==> src/rtl/ac97_codec_responder.sv <==
// AC97 codec-side serial link responder: frames SDATA_IN, decodes register
// commands and playback samples from SDATA_OUT, and reports codec-ready.
module ac97_codec_responder #(
  parameter int          READY_FRAMES = 4,
  parameter logic [15:0] VENDOR_ID1   = 16'h4E53,
  parameter logic [15:0] VENDOR_ID2   = 16'h4350
) (
  input  logic        BIT_CLK,
  input  logic        reset_n,
  input  logic        SYNC,
  input  logic        SDATA_OUT,
  output logic        SDATA_IN,
  input  logic [15:0] adc_left,
  input  logic [15:0] adc_right,
  output logic [15:0] dac_left,
  output logic [15:0] dac_right,
  output logic        dac_strobe,
  output logic        codec_ready
);

  typedef struct packed {
    logic        rd;
    logic [6:0]  addr;
    logic [15:0] data;
  } cmd_t;

  localparam logic [15:0] READY_CNT   = 16'(READY_FRAMES);
  localparam logic [15:0] MASTER_DEF  = 16'h8000;
  localparam logic [15:0] PCM_DEF     = 16'h8808;
  localparam logic [15:0] REC_DEF     = 16'h0000;
  localparam logic [15:0] RATE_DEF    = 16'hBB80;

  logic        sync_q, sync_rise;
  logic [7:0]  cnt_q, pos;
  logic [94:0] rx_sr;
  logic [95:0] rx95;
  cmd_t        cmd;
  logic        cmd_vld, dac_vld;
  logic [15:0] master_vol, pcm_vol, rec_sel, dac_rate;
  logic        rd_pend;
  logic [6:0]  rd_addr;
  logic [15:0] rd_data, tag_nxt;
  logic [15:0] frame_cnt;
  logic [95:0] frame_q, frame_nxt;
  logic        unused_msb;

  // pos is the frame bit index of the current cycle; a SYNC rise forces 0.
  always_comb begin
    sync_rise = SYNC & ~sync_q;
    pos       = sync_rise ? 8'd0 : ((cnt_q == 8'hFF) ? 8'hFF : cnt_q + 8'd1);
    rx95      = {rx_sr, SDATA_OUT};
    unused_msb = rx95[95];
    cmd       = '{rd: rx95[39], addr: rx95[38:32], data: rx95[19:4]};
    cmd_vld   = (pos == 8'd55) && (&rx95[55:53]);
    dac_vld   = (pos == 8'd95) && rx95[92] && rx95[91];
  end

  always_comb begin
    rd_data = 16'h0000;
    case (rd_addr)
      7'h02:   rd_data = master_vol;
      7'h18:   rd_data = pcm_vol;
      7'h1A:   rd_data = rec_sel;
      7'h2C:   rd_data = dac_rate;
      7'h26:   rd_data = {12'h000, {4{codec_ready}}};
      7'h7C:   rd_data = VENDOR_ID1;
      7'h7E:   rd_data = VENDOR_ID2;
      default: rd_data = 16'h0000;
    endcase
    tag_nxt   = {codec_ready, rd_pend, rd_pend, codec_ready, codec_ready, 11'h000};
    frame_nxt = {tag_nxt,
                 rd_pend ? {1'b0, rd_addr, 12'h000} : 20'h00000,
                 rd_pend ? {rd_data, 4'h0} : 20'h00000,
                 adc_left, 4'h0,
                 adc_right, 4'h0};
  end

  always_ff @(posedge BIT_CLK or negedge reset_n) begin
    if (!reset_n) begin
      sync_q      <= 1'b1;
      cnt_q       <= 8'hFF;
      rx_sr       <= '0;
      frame_q     <= '0;
      SDATA_IN    <= 1'b0;
      master_vol  <= MASTER_DEF;
      pcm_vol     <= PCM_DEF;
      rec_sel     <= REC_DEF;
      dac_rate    <= RATE_DEF;
      rd_pend     <= 1'b0;
      rd_addr     <= '0;
      frame_cnt   <= '0;
      codec_ready <= 1'b0;
      dac_left    <= '0;
      dac_right   <= '0;
      dac_strobe  <= 1'b0;
    end else begin
      sync_q     <= SYNC;
      cnt_q      <= pos;
      rx_sr      <= rx95[94:0];
      dac_strobe <= dac_vld;

      // Whole outgoing frame is snapshotted at the SYNC rise; bit 0 goes out directly.
      if (sync_rise) begin
        frame_q  <= {frame_nxt[94:0], 1'b0};
        SDATA_IN <= frame_nxt[95];
        rd_pend  <= 1'b0;
      end else begin
        frame_q  <= {frame_q[94:0], 1'b0};
        SDATA_IN <= (pos == 8'hFF) ? 1'b0 : frame_q[95];
      end

      if (cmd_vld) begin
        if (cmd.rd) begin
          rd_pend <= 1'b1;
          rd_addr <= cmd.addr;
        end else begin
          case (cmd.addr)
            7'h00: begin
              master_vol <= MASTER_DEF;
              pcm_vol    <= PCM_DEF;
              rec_sel    <= REC_DEF;
              dac_rate   <= RATE_DEF;
            end
            7'h02:   master_vol <= cmd.data;
            7'h18:   pcm_vol    <= cmd.data;
            7'h1A:   rec_sel    <= cmd.data;
            7'h2C:   dac_rate   <= cmd.data;
            default: ;
          endcase
        end
      end

      if (dac_vld) begin
        dac_left  <= rx95[39:24];
        dac_right <= rx95[19:4];
      end

      // A frame counts as complete only when it walks from 254 into 255.
      if (pos == 8'hFF && cnt_q == 8'hFE && !codec_ready) begin
        frame_cnt <= frame_cnt + 16'd1;
        if (frame_cnt + 16'd1 >= READY_CNT) codec_ready <= 1'b1;
      end
    end
  end

endmodule
==> config.mk <==
export PLATFORM = sky130hd
export DESIGN_NAME = ac97_codec_responder
export DESIGN_NICKNAME = d
export VERILOG_FILES = /design/src/rtl/ac97_codec_responder.sv
export SDC_FILE = /design/constraint.sdc
export NUM_CORES = 1
export LEC_CHECK = 0
export BUFFER_PORTS_ARGS = -buffer_cell sky130_fd_sc_hd__buf_2
export CORE_UTILIZATION = 35
export CTS_CLUSTER_DIAMETER = 80
export DETAILED_ROUTE_END_ITERATION = 10
export PLACE_DENSITY = 0.53
export SLEW_MARGIN = 20
export SYNTH_ARGS = -nofsm -noshare
export SYNTH_HDL_FRONTEND = slang
export SYNTH_SLANG_ARGS = --single-unit
==> constraint.sdc <==
create_clock -name BIT_CLK -period 2.6 [get_ports BIT_CLK]
set_input_delay 0.52 -clock BIT_CLK [delete_from_list [all_inputs] [get_ports BIT_CLK]]
set_output_delay 0.52 -clock BIT_CLK [all_outputs]
set_load 0.01 [all_outputs]
# == Yosys cells after proc, flatten, opt, wreduce, memory -nomap -nowiden ==
# Cells that the tools add are included.
# word_totals
wordCells,71
out_inout_bits,35
input_bits,36
ff_bits,320
# classes
reduce_logical,18
eq_ne,16
n_bitwise,3
order_cmp,1
add_sub_neg,2
mux,15
# ops
cell,count
16-bit one-hot mux with 2 select lines,4
16-bit one-hot mux with 7 select lines,1
96-bit 2-to-1 mux,1
"7-bit by 5-bit == test with 1-bit output, second input constant",4
"8-bit == test, second input constant",3
"7-bit by 6-bit == test with 1-bit output, second input constant",3
20-bit 2-to-1 mux,1
19-bit 2-to-1 mux,1
"16-bit by 1-bit adder with 16-bit output, second input constant",1
"16-bit by 3-bit >= comparator with 1-bit output, second input constant",1
8-bit 2-to-1 mux,2
3-bit AND reduction,5
"7-bit by 2-bit == test with 1-bit output, second input constant",2
"7-bit == test, second input constant",2
"8-bit by 1-bit adder with 8-bit output, second input constant",1
"8-bit by 6-bit == test with 1-bit output, second input constant",1
"8-bit by 7-bit == test with 1-bit output, second input constant",1
2-bit nonzero test,4
7-bit logical NOT,1
1-bit logical AND,5
1-bit 2-to-1 mux,5
2-bit AND reduction,2
1-bit NOT,2
1-bit AND,1
1-bit logical NOT,1

# == Logic depth before layout (Yosys ltp) ==
# depth
word_depth,7
depth_mapped,10

# == Worst setup path after synthesis ==
# Ideal clock, no wire load.
# synth_path
path_type,flip-flop to flip-flop
startpoint,register cnt_q[0]
endpoint,register dac_left[0]
path_buffers,1
setup_ns,0.125
arrival_ns,2.423
path_stages_with_launch,9
t_required_ns,2.475
path_slack_ns,0.052
synth_period_minus_slack_ns,2.548
cell_sequence,dfstp_2 -> inv_1 -> ha_1 -> or3b_1 -> nor3_1 -> o21ai_1 -> nor4_4 -> buf_6 -> mux2_4
# synth_between
elab_chain_cells,6
# synth_rtl
element,line_no,rtl
start: declaration,34,"logic [7:0] cnt_q, pos;"
start signal: assignment,98,cnt_q <= pos;
8-bit by 1-bit adder with 8-bit output or 8-bit == test (tied branches),50,pos = sync_rise ? 8'd0 : ((cnt_q == 8'hFF) ? 8'hFF : cnt_q + 8'd1);
8-bit 2-to-1 mux (*) (2 in a row),50,
8-bit by 7-bit == test with 1-bit output (*),55,dac_vld = (pos == 8'd95) && rx95[92] && rx95[91];
1-bit logical AND (*) (2 in a row),55,
end signal: assignment,134,dac_left <= rx95[39:24];
end: declaration,15,"output logic [15:0] dac_left,"
# Mark *: on every way between the ends. The rest lies on a longest branch, timed or not.
# A chain may end at the register's enable or synchronous reset.

# == Worst setup path after layout ==
# layout_path
startpoint,register cnt_q[0]
endpoint,register dac_right[10]
# layout_between
elab_chain_cells,6
# layout_rtl
element,line_no,rtl
8-bit by 1-bit adder with 8-bit output or 8-bit == test (tied branches),50,
8-bit 2-to-1 mux (*) (2 in a row),50,
8-bit by 7-bit == test with 1-bit output (*),55,
1-bit logical AND (*) (2 in a row),55,
end signal: assignment,135,dac_right <= rx95[19:4];
end: declaration,16,"output logic [15:0] dac_right,"
# Marks and branches as above.

==> report_table.html <==
<table>
<tr><th>Metric</th><th>Value</th></tr>
<tr><th colspan="2">Cells and area</th></tr>
<tr><td>Number of inserted filler cells in the final layout</td><td>around 3.1k</td></tr>
<tr><td>Non-filler instance count after layout</td><td>about 1.6k</td></tr>
<tr><td>Layout Utilization</td><td>a little over two fifths</td></tr>
<tr><td>Share of final-layout standard cells stronger than drive strength 1</td><td>24.89%</td></tr>
<tr><td>Post-layout nets</td><td>around 1.1k</td></tr>
<tr><td>Most frequent standard cell in the layout excluding fill and tap cells</td><td>sky130_fd_sc_hd__dfrtp_1</td></tr>
<tr><td>Area growth, synth to finish</td><td>22.21%</td></tr>
<tr><td>ANT cells</td><td>0</td></tr>
<tr><td>Commonest cells after routing, fill and taps aside</td><td>sky130_fd_sc_hd__dfrtp_1 (295), sky130_fd_sc_hd__nand2_1 (162), sky130_fd_sc_hd__buf_2 (69)</td></tr>
<tr><th colspan="2">Critical path</th></tr>
<tr><td>Data arrival time of the critical path</td><td>just under 3000 ps</td></tr>
<tr><td>Category of the most critical setup path</td><td>reg -&gt; reg</td></tr>
<tr><td>Required time at the endpoint of the critical path</td><td>approximately 3000 ps</td></tr>
<tr><td>Crit path launch type</td><td>register</td></tr>
<tr><td>Category of the worst setup path capture point</td><td>register</td></tr>
<tr><td>Top fanout value on the critical path</td><td>7</td></tr>
<tr><th colspan="2">Place</th></tr>
<tr><td>Post-DP HPWL</td><td>approximately 16 mm</td></tr>
<tr><td>IO buf count</td><td>70</td></tr>
<tr><td>Weighted congestion at the end of routability-driven global placement</td><td>just under 0.8</td></tr>
<tr><td>Number of placed instances with taps included</td><td>around 1.5k</td></tr>
<tr><th colspan="2">STA</th></tr>
<tr><td>Maximum clock frequency</td><td>~0.4 GHz</td></tr>
<tr><td>Slew at the pin closest to its max-slew limit</td><td>around 700 ps</td></tr>
<tr><td>Min Clock Period, post-route</td><td>~2500 ps</td></tr>
<tr><td>Unrepaired setup endpoints after global routing</td><td>false</td></tr>
<tr><td>Slew Viols, Final</td><td>0</td></tr>
<tr><td>Final setup violation count</td><td>0</td></tr>
<tr><td>Count of final hold-check violations</td><td>0</td></tr>
<tr><td>Final worst hold slack</td><td>122.1 ps</td></tr>
<tr><td>Clock skew after layout</td><td>about 14 ps</td></tr>
<tr><td>Worst slew margin relative to its limit</td><td>between 50% and 60%</td></tr>
<tr><td>Period Utilization, post-route</td><td>between 90% and 100%</td></tr>
<tr><th colspan="2">Power</th></tr>
<tr><td>Sw frac</td><td>21.83%</td></tr>
<tr><td>Static power due to leakage</td><td>7.095 nW</td></tr>
<tr><td>Fraction of power consumed by sequential logic</td><td>46.4%</td></tr>
<tr><td>Sw power</td><td>between 0.002 and 0.0025 W</td></tr>
<tr><td>Part of the total power dissipated in the clock network</td><td>48.6%</td></tr>
<tr><td>VDD IR max</td><td>slightly above 500 uV</td></tr>
<tr><td>Int Power</td><td>about 0.0087 W</td></tr>
<tr><td>Overall power</td><td>around 0.011 W</td></tr>
<tr><td>Combinational fraction of design power</td><td>under 10%</td></tr>
<tr><td>Power Density</td><td>~760 mW/mm^2</td></tr>
<tr><th colspan="2">Drt</th></tr>
<tr><td>DRT antenna net count</td><td>0</td></tr>
<tr><td>Total Routed Length</td><td>about 25 mm</td></tr>
<tr><td>First DRT Iteration DRCs</td><td>around 460</td></tr>
<tr><td>Overall via count from detail_route</td><td>around 7.6k</td></tr>
<tr><td>Vias per std cell</td><td>between 4 and 5</td></tr>
<tr><td>Drt wl/cell</td><td>between 15 and 20 um</td></tr>
<tr><td>Count of unresolved DRC violations after routing</td><td>0</td></tr>
<tr><td>First drt pass iteration count</td><td>5</td></tr>
<tr><th colspan="2">Die</th></tr>
<tr><td>DIE AREA</td><td>0.03519 mm^2</td></tr>
<tr><td>Starting Density</td><td>a little over a third</td></tr>
<tr><td>Width of the die</td><td>around 190 um</td></tr>
<tr><td>Die Y-Extent</td><td>187.6 um</td></tr>
<tr><td>Top Ports</td><td>71</td></tr>
<tr><td>Area inside the core boundary</td><td>between 0.03 and 0.04 mm^2</td></tr>
<tr><td>Num rows</td><td>67</td></tr>
<tr><th colspan="2">Logic synthesis</th></tr>
<tr><td>Post-synthesis register bit count</td><td>about 320</td></tr>
<tr><td>Synth cell types</td><td>64</td></tr>
<tr><td>Number of nets in the synthesized netlist</td><td>1015</td></tr>
<tr><td>Avg Cell Area, Syn</td><td>approximately 12 um^2</td></tr>
<tr><td>Ranking of synthesized cells by area</td><td>sky130_fd_sc_hd__dfrtp_1 (61%), sky130_fd_sc_hd__nand2_1 (5.0%), sky130_fd_sc_hd__dfstp_2 (4.4%)</td></tr>
<tr><td>Number of enable flip-flop cells after synthesis</td><td>0</td></tr>
<tr><td>Share of synthesized area occupied by flip-flops and latches</td><td>65.60%</td></tr>
<tr><td>Area leader, netlist</td><td>sky130_fd_sc_hd__dfrtp_1</td></tr>
<tr><td>Cell count after synthesis</td><td>around 980</td></tr>
<tr><td>Share of synthesized flip-flops with an asynchronous set or reset</td><td>100.0%</td></tr>
<tr><td>Cell area after technology mapping</td><td>between 0.01 and 0.015 mm^2</td></tr>
<tr><td>Area share of the leading cell type in the synthesized netlist</td><td>61.24%</td></tr>
<tr><td>Top flip-flop cell by instance count after synthesis</td><td>sky130_fd_sc_hd__dfrtp_1</td></tr>
<tr><td>Synth Warn #</td><td>0</td></tr>
<tr><th colspan="2">Clock network</th></tr>
<tr><td>Sink count of the clock tree</td><td>roughly 320</td></tr>
<tr><td>Deepest level of the CTS H-tree</td><td>2</td></tr>
<tr><td>Clock-pin slew on the worst setup and hold paths</td><td>~60 ps</td></tr>
<tr><td>Root buf cell</td><td>sky130_fd_sc_hd__clkbuf_16</td></tr>
<tr><td>Max Root-Sink Buffers</td><td>3</td></tr>
<tr><td>Inserted Clock Buffers</td><td>35</td></tr>
<tr><td>CTS tree</td><td>done</td></tr>
<tr><td>Source-to-sink clock delay at the later pin of the worst-skew pair</td><td>approximately 510 ps</td></tr>
<tr><th colspan="2">Global route</th></tr>
<tr><td>First-pass GRT wire length</td><td>42.17 mm</td></tr>
<tr><td>Maximum number of pins on one net before global-route repair</td><td>a little under 80</td></tr>
<tr><td>Number of antenna violations at the first check in global routing</td><td>0</td></tr>
<tr><td>Total routing usage reported by global routing</td><td>between 10% and 20%</td></tr>
<tr><td>Vias in the first global route</td><td>approximately 8k</td></tr>
<tr><td>Remaining global-route overflow</td><td>0</td></tr>
<tr><th colspan="2">Run</th></tr>
<tr><td>Max-capacitance violation count</td><td>0</td></tr>
<tr><th colspan="2">Outcome</th></tr>
<tr><td>Outcome</td><td>completed</td></tr>
<tr><th colspan="2">Worst hold path</th></tr>
<tr><td>Worst min-delay path class</td><td>in -&gt; reg</td></tr>
</table>
## critical path, stage by stage, from the launching register on
cell	delay, ps
sky130_fd_sc_hd__dfstp_2	530
sky130_fd_sc_hd__buf_4	150
sky130_fd_sc_hd__ha_4	170
sky130_fd_sc_hd__nand3_1	130
sky130_fd_sc_hd__o2111a_1	290
sky130_fd_sc_hd__o211ai_1	300
sky130_fd_sc_hd__nor4_4	80
sky130_fd_sc_hd__buf_6	150
sky130_fd_sc_hd__buf_12	140
sky130_fd_sc_hd__clkbuf_16	160
sky130_fd_sc_hd__mux2_4	290
## state kept, by name, indices dropped and copies added, names as in the netlist, 7 cells and up
signal      cells
rx_sr          92
frame_q        91
dac_left       16
dac_rate       16
dac_right      16
frame_cnt      16
master_vol     16
pcm_vol        16
rec_sel        16
cnt_q           8
rd_addr         7
## stage by stage
step	TNS, ps	cell area (um^2)	setup WS, ps
final	0	14730	79.78
after global routing	0	14730	5.953
after CTS	0	14600	15.55
after detailed placement	-3.144	13280	-3.144
after global placement	0	13280	25.01
after floorplan	0	12050	52.08
## final timing paths
kind / from / endpoint / slack [ps] / cells past startpoint
worst max-delay path: cnt_q[0] / dac_right[10] / 80 / 10
min in group asynchronous: reset_n / dac_left[8] / 540 / 2
worst min register to register: rx_sr[20] / rx_sr[21] / 340 / 0
max in group asynchronous: reset_n / dac_rate[12] / 1300 / 3
worst max register to register: cnt_q[0] / dac_right[10] / 80 / 10
worst min-delay path: SDATA_OUT / rx_sr[0] / 120 / 1
## cell type report
class,instances,area (um^2),share of cell area (%)
flip-flops and latches,315,7908,53.68
well taps,448,560.5,3.805
clock buffers,46,1018,6.914
repair buffers,134,1049,7.117
clock inverters,17,282.8,1.919
inverters,44,165.2,1.121
multi-input cells,557,3749,25.45
## synthesized netlist by cell type (4+ instances only)
cell type,instances
sky130_fd_sc_hd__a21boi_0,6
sky130_fd_sc_hd__nor2_1,20
sky130_fd_sc_hd__o21a_1,12
sky130_fd_sc_hd__a21oi_1,11
sky130_fd_sc_hd__buf_6,6
sky130_fd_sc_hd__inv_1,44
sky130_fd_sc_hd__nand4_1,30
sky130_fd_sc_hd__clkbuf_1,30
sky130_fd_sc_hd__a221o_1,9
sky130_fd_sc_hd__nand2b_1,4
sky130_fd_sc_hd__dfstp_2,20
sky130_fd_sc_hd__a221oi_1,9
sky130_fd_sc_hd__o21ai_0,40
sky130_fd_sc_hd__nor3_1,16
sky130_fd_sc_hd__buf_2,14
sky130_fd_sc_hd__a22o_1,18
sky130_fd_sc_hd__a2111oi_0,4
sky130_fd_sc_hd__nand3_1,23
sky130_fd_sc_hd__mux2i_1,17
sky130_fd_sc_hd__a222oi_1,5
sky130_fd_sc_hd__nand4b_1,11
sky130_fd_sc_hd__xor2_1,14
sky130_fd_sc_hd__mux2_2,12
sky130_fd_sc_hd__dfrtp_1,295
sky130_fd_sc_hd__and3_1,6
sky130_fd_sc_hd__mux2_4,29
sky130_fd_sc_hd__nor4_1,11
sky130_fd_sc_hd__xnor2_1,8
sky130_fd_sc_hd__buf_1,4
sky130_fd_sc_hd__and2_1,35
sky130_fd_sc_hd__nand2_1,162
## metal layers
metal | vias to the layer above | global-route usage, % | routed length (um)
li1 | 3589 | - | -
met1 | 3849 | 21.52 | 12460
met2 | 148 | 22.26 | 11230
met3 | 40 | 2.508 | 1045
met4 | 0 | 4.284 | 505
met5 | - | 0 | 0
## power by group through the flow
stage | sequential, W | combinational (W) | clock (W)
final | 0.00518 | 0.000548 | 0.00542
after global routing | 0.00519 | 0.000619 | 0.00579
after CTS | 0.00517 | 0.000538 | 0.00558
after detailed placement | 0.00525 | 0.000535 | 0
after global placement | 0.00525 | 0.000529 | 0
after floorplan | 0.00521 | 0.000286 | 0
## cells by family after synthesis
| logic type | after synthesis | synth area share [%] |
|---|---|---|
| and+or+nand+nor | 343 | 14.59 |
| DFF | 315 | 65.60 |
| AOI/OAI and AO/OA | 131 | 7.764 |
| buffers and inverters | 104 | 3.986 |
| muxes | 58 | 6.145 |
| xor gates and xnor gates | 22 | 1.599 |
| adders and majority gates | 3 | 0.3114 |
## timing repair
item                                   CTS  global route
pin swaps                                1             4
endpoints found under the hold margin   51             0
setup endpoints to repair               22           104
hold buffers                             1             0
gates resized for setup                  2            11
cloned                                   0             2
buffers inserted                         0             3
Note: power is estimated with default switching activity, not from simulation.
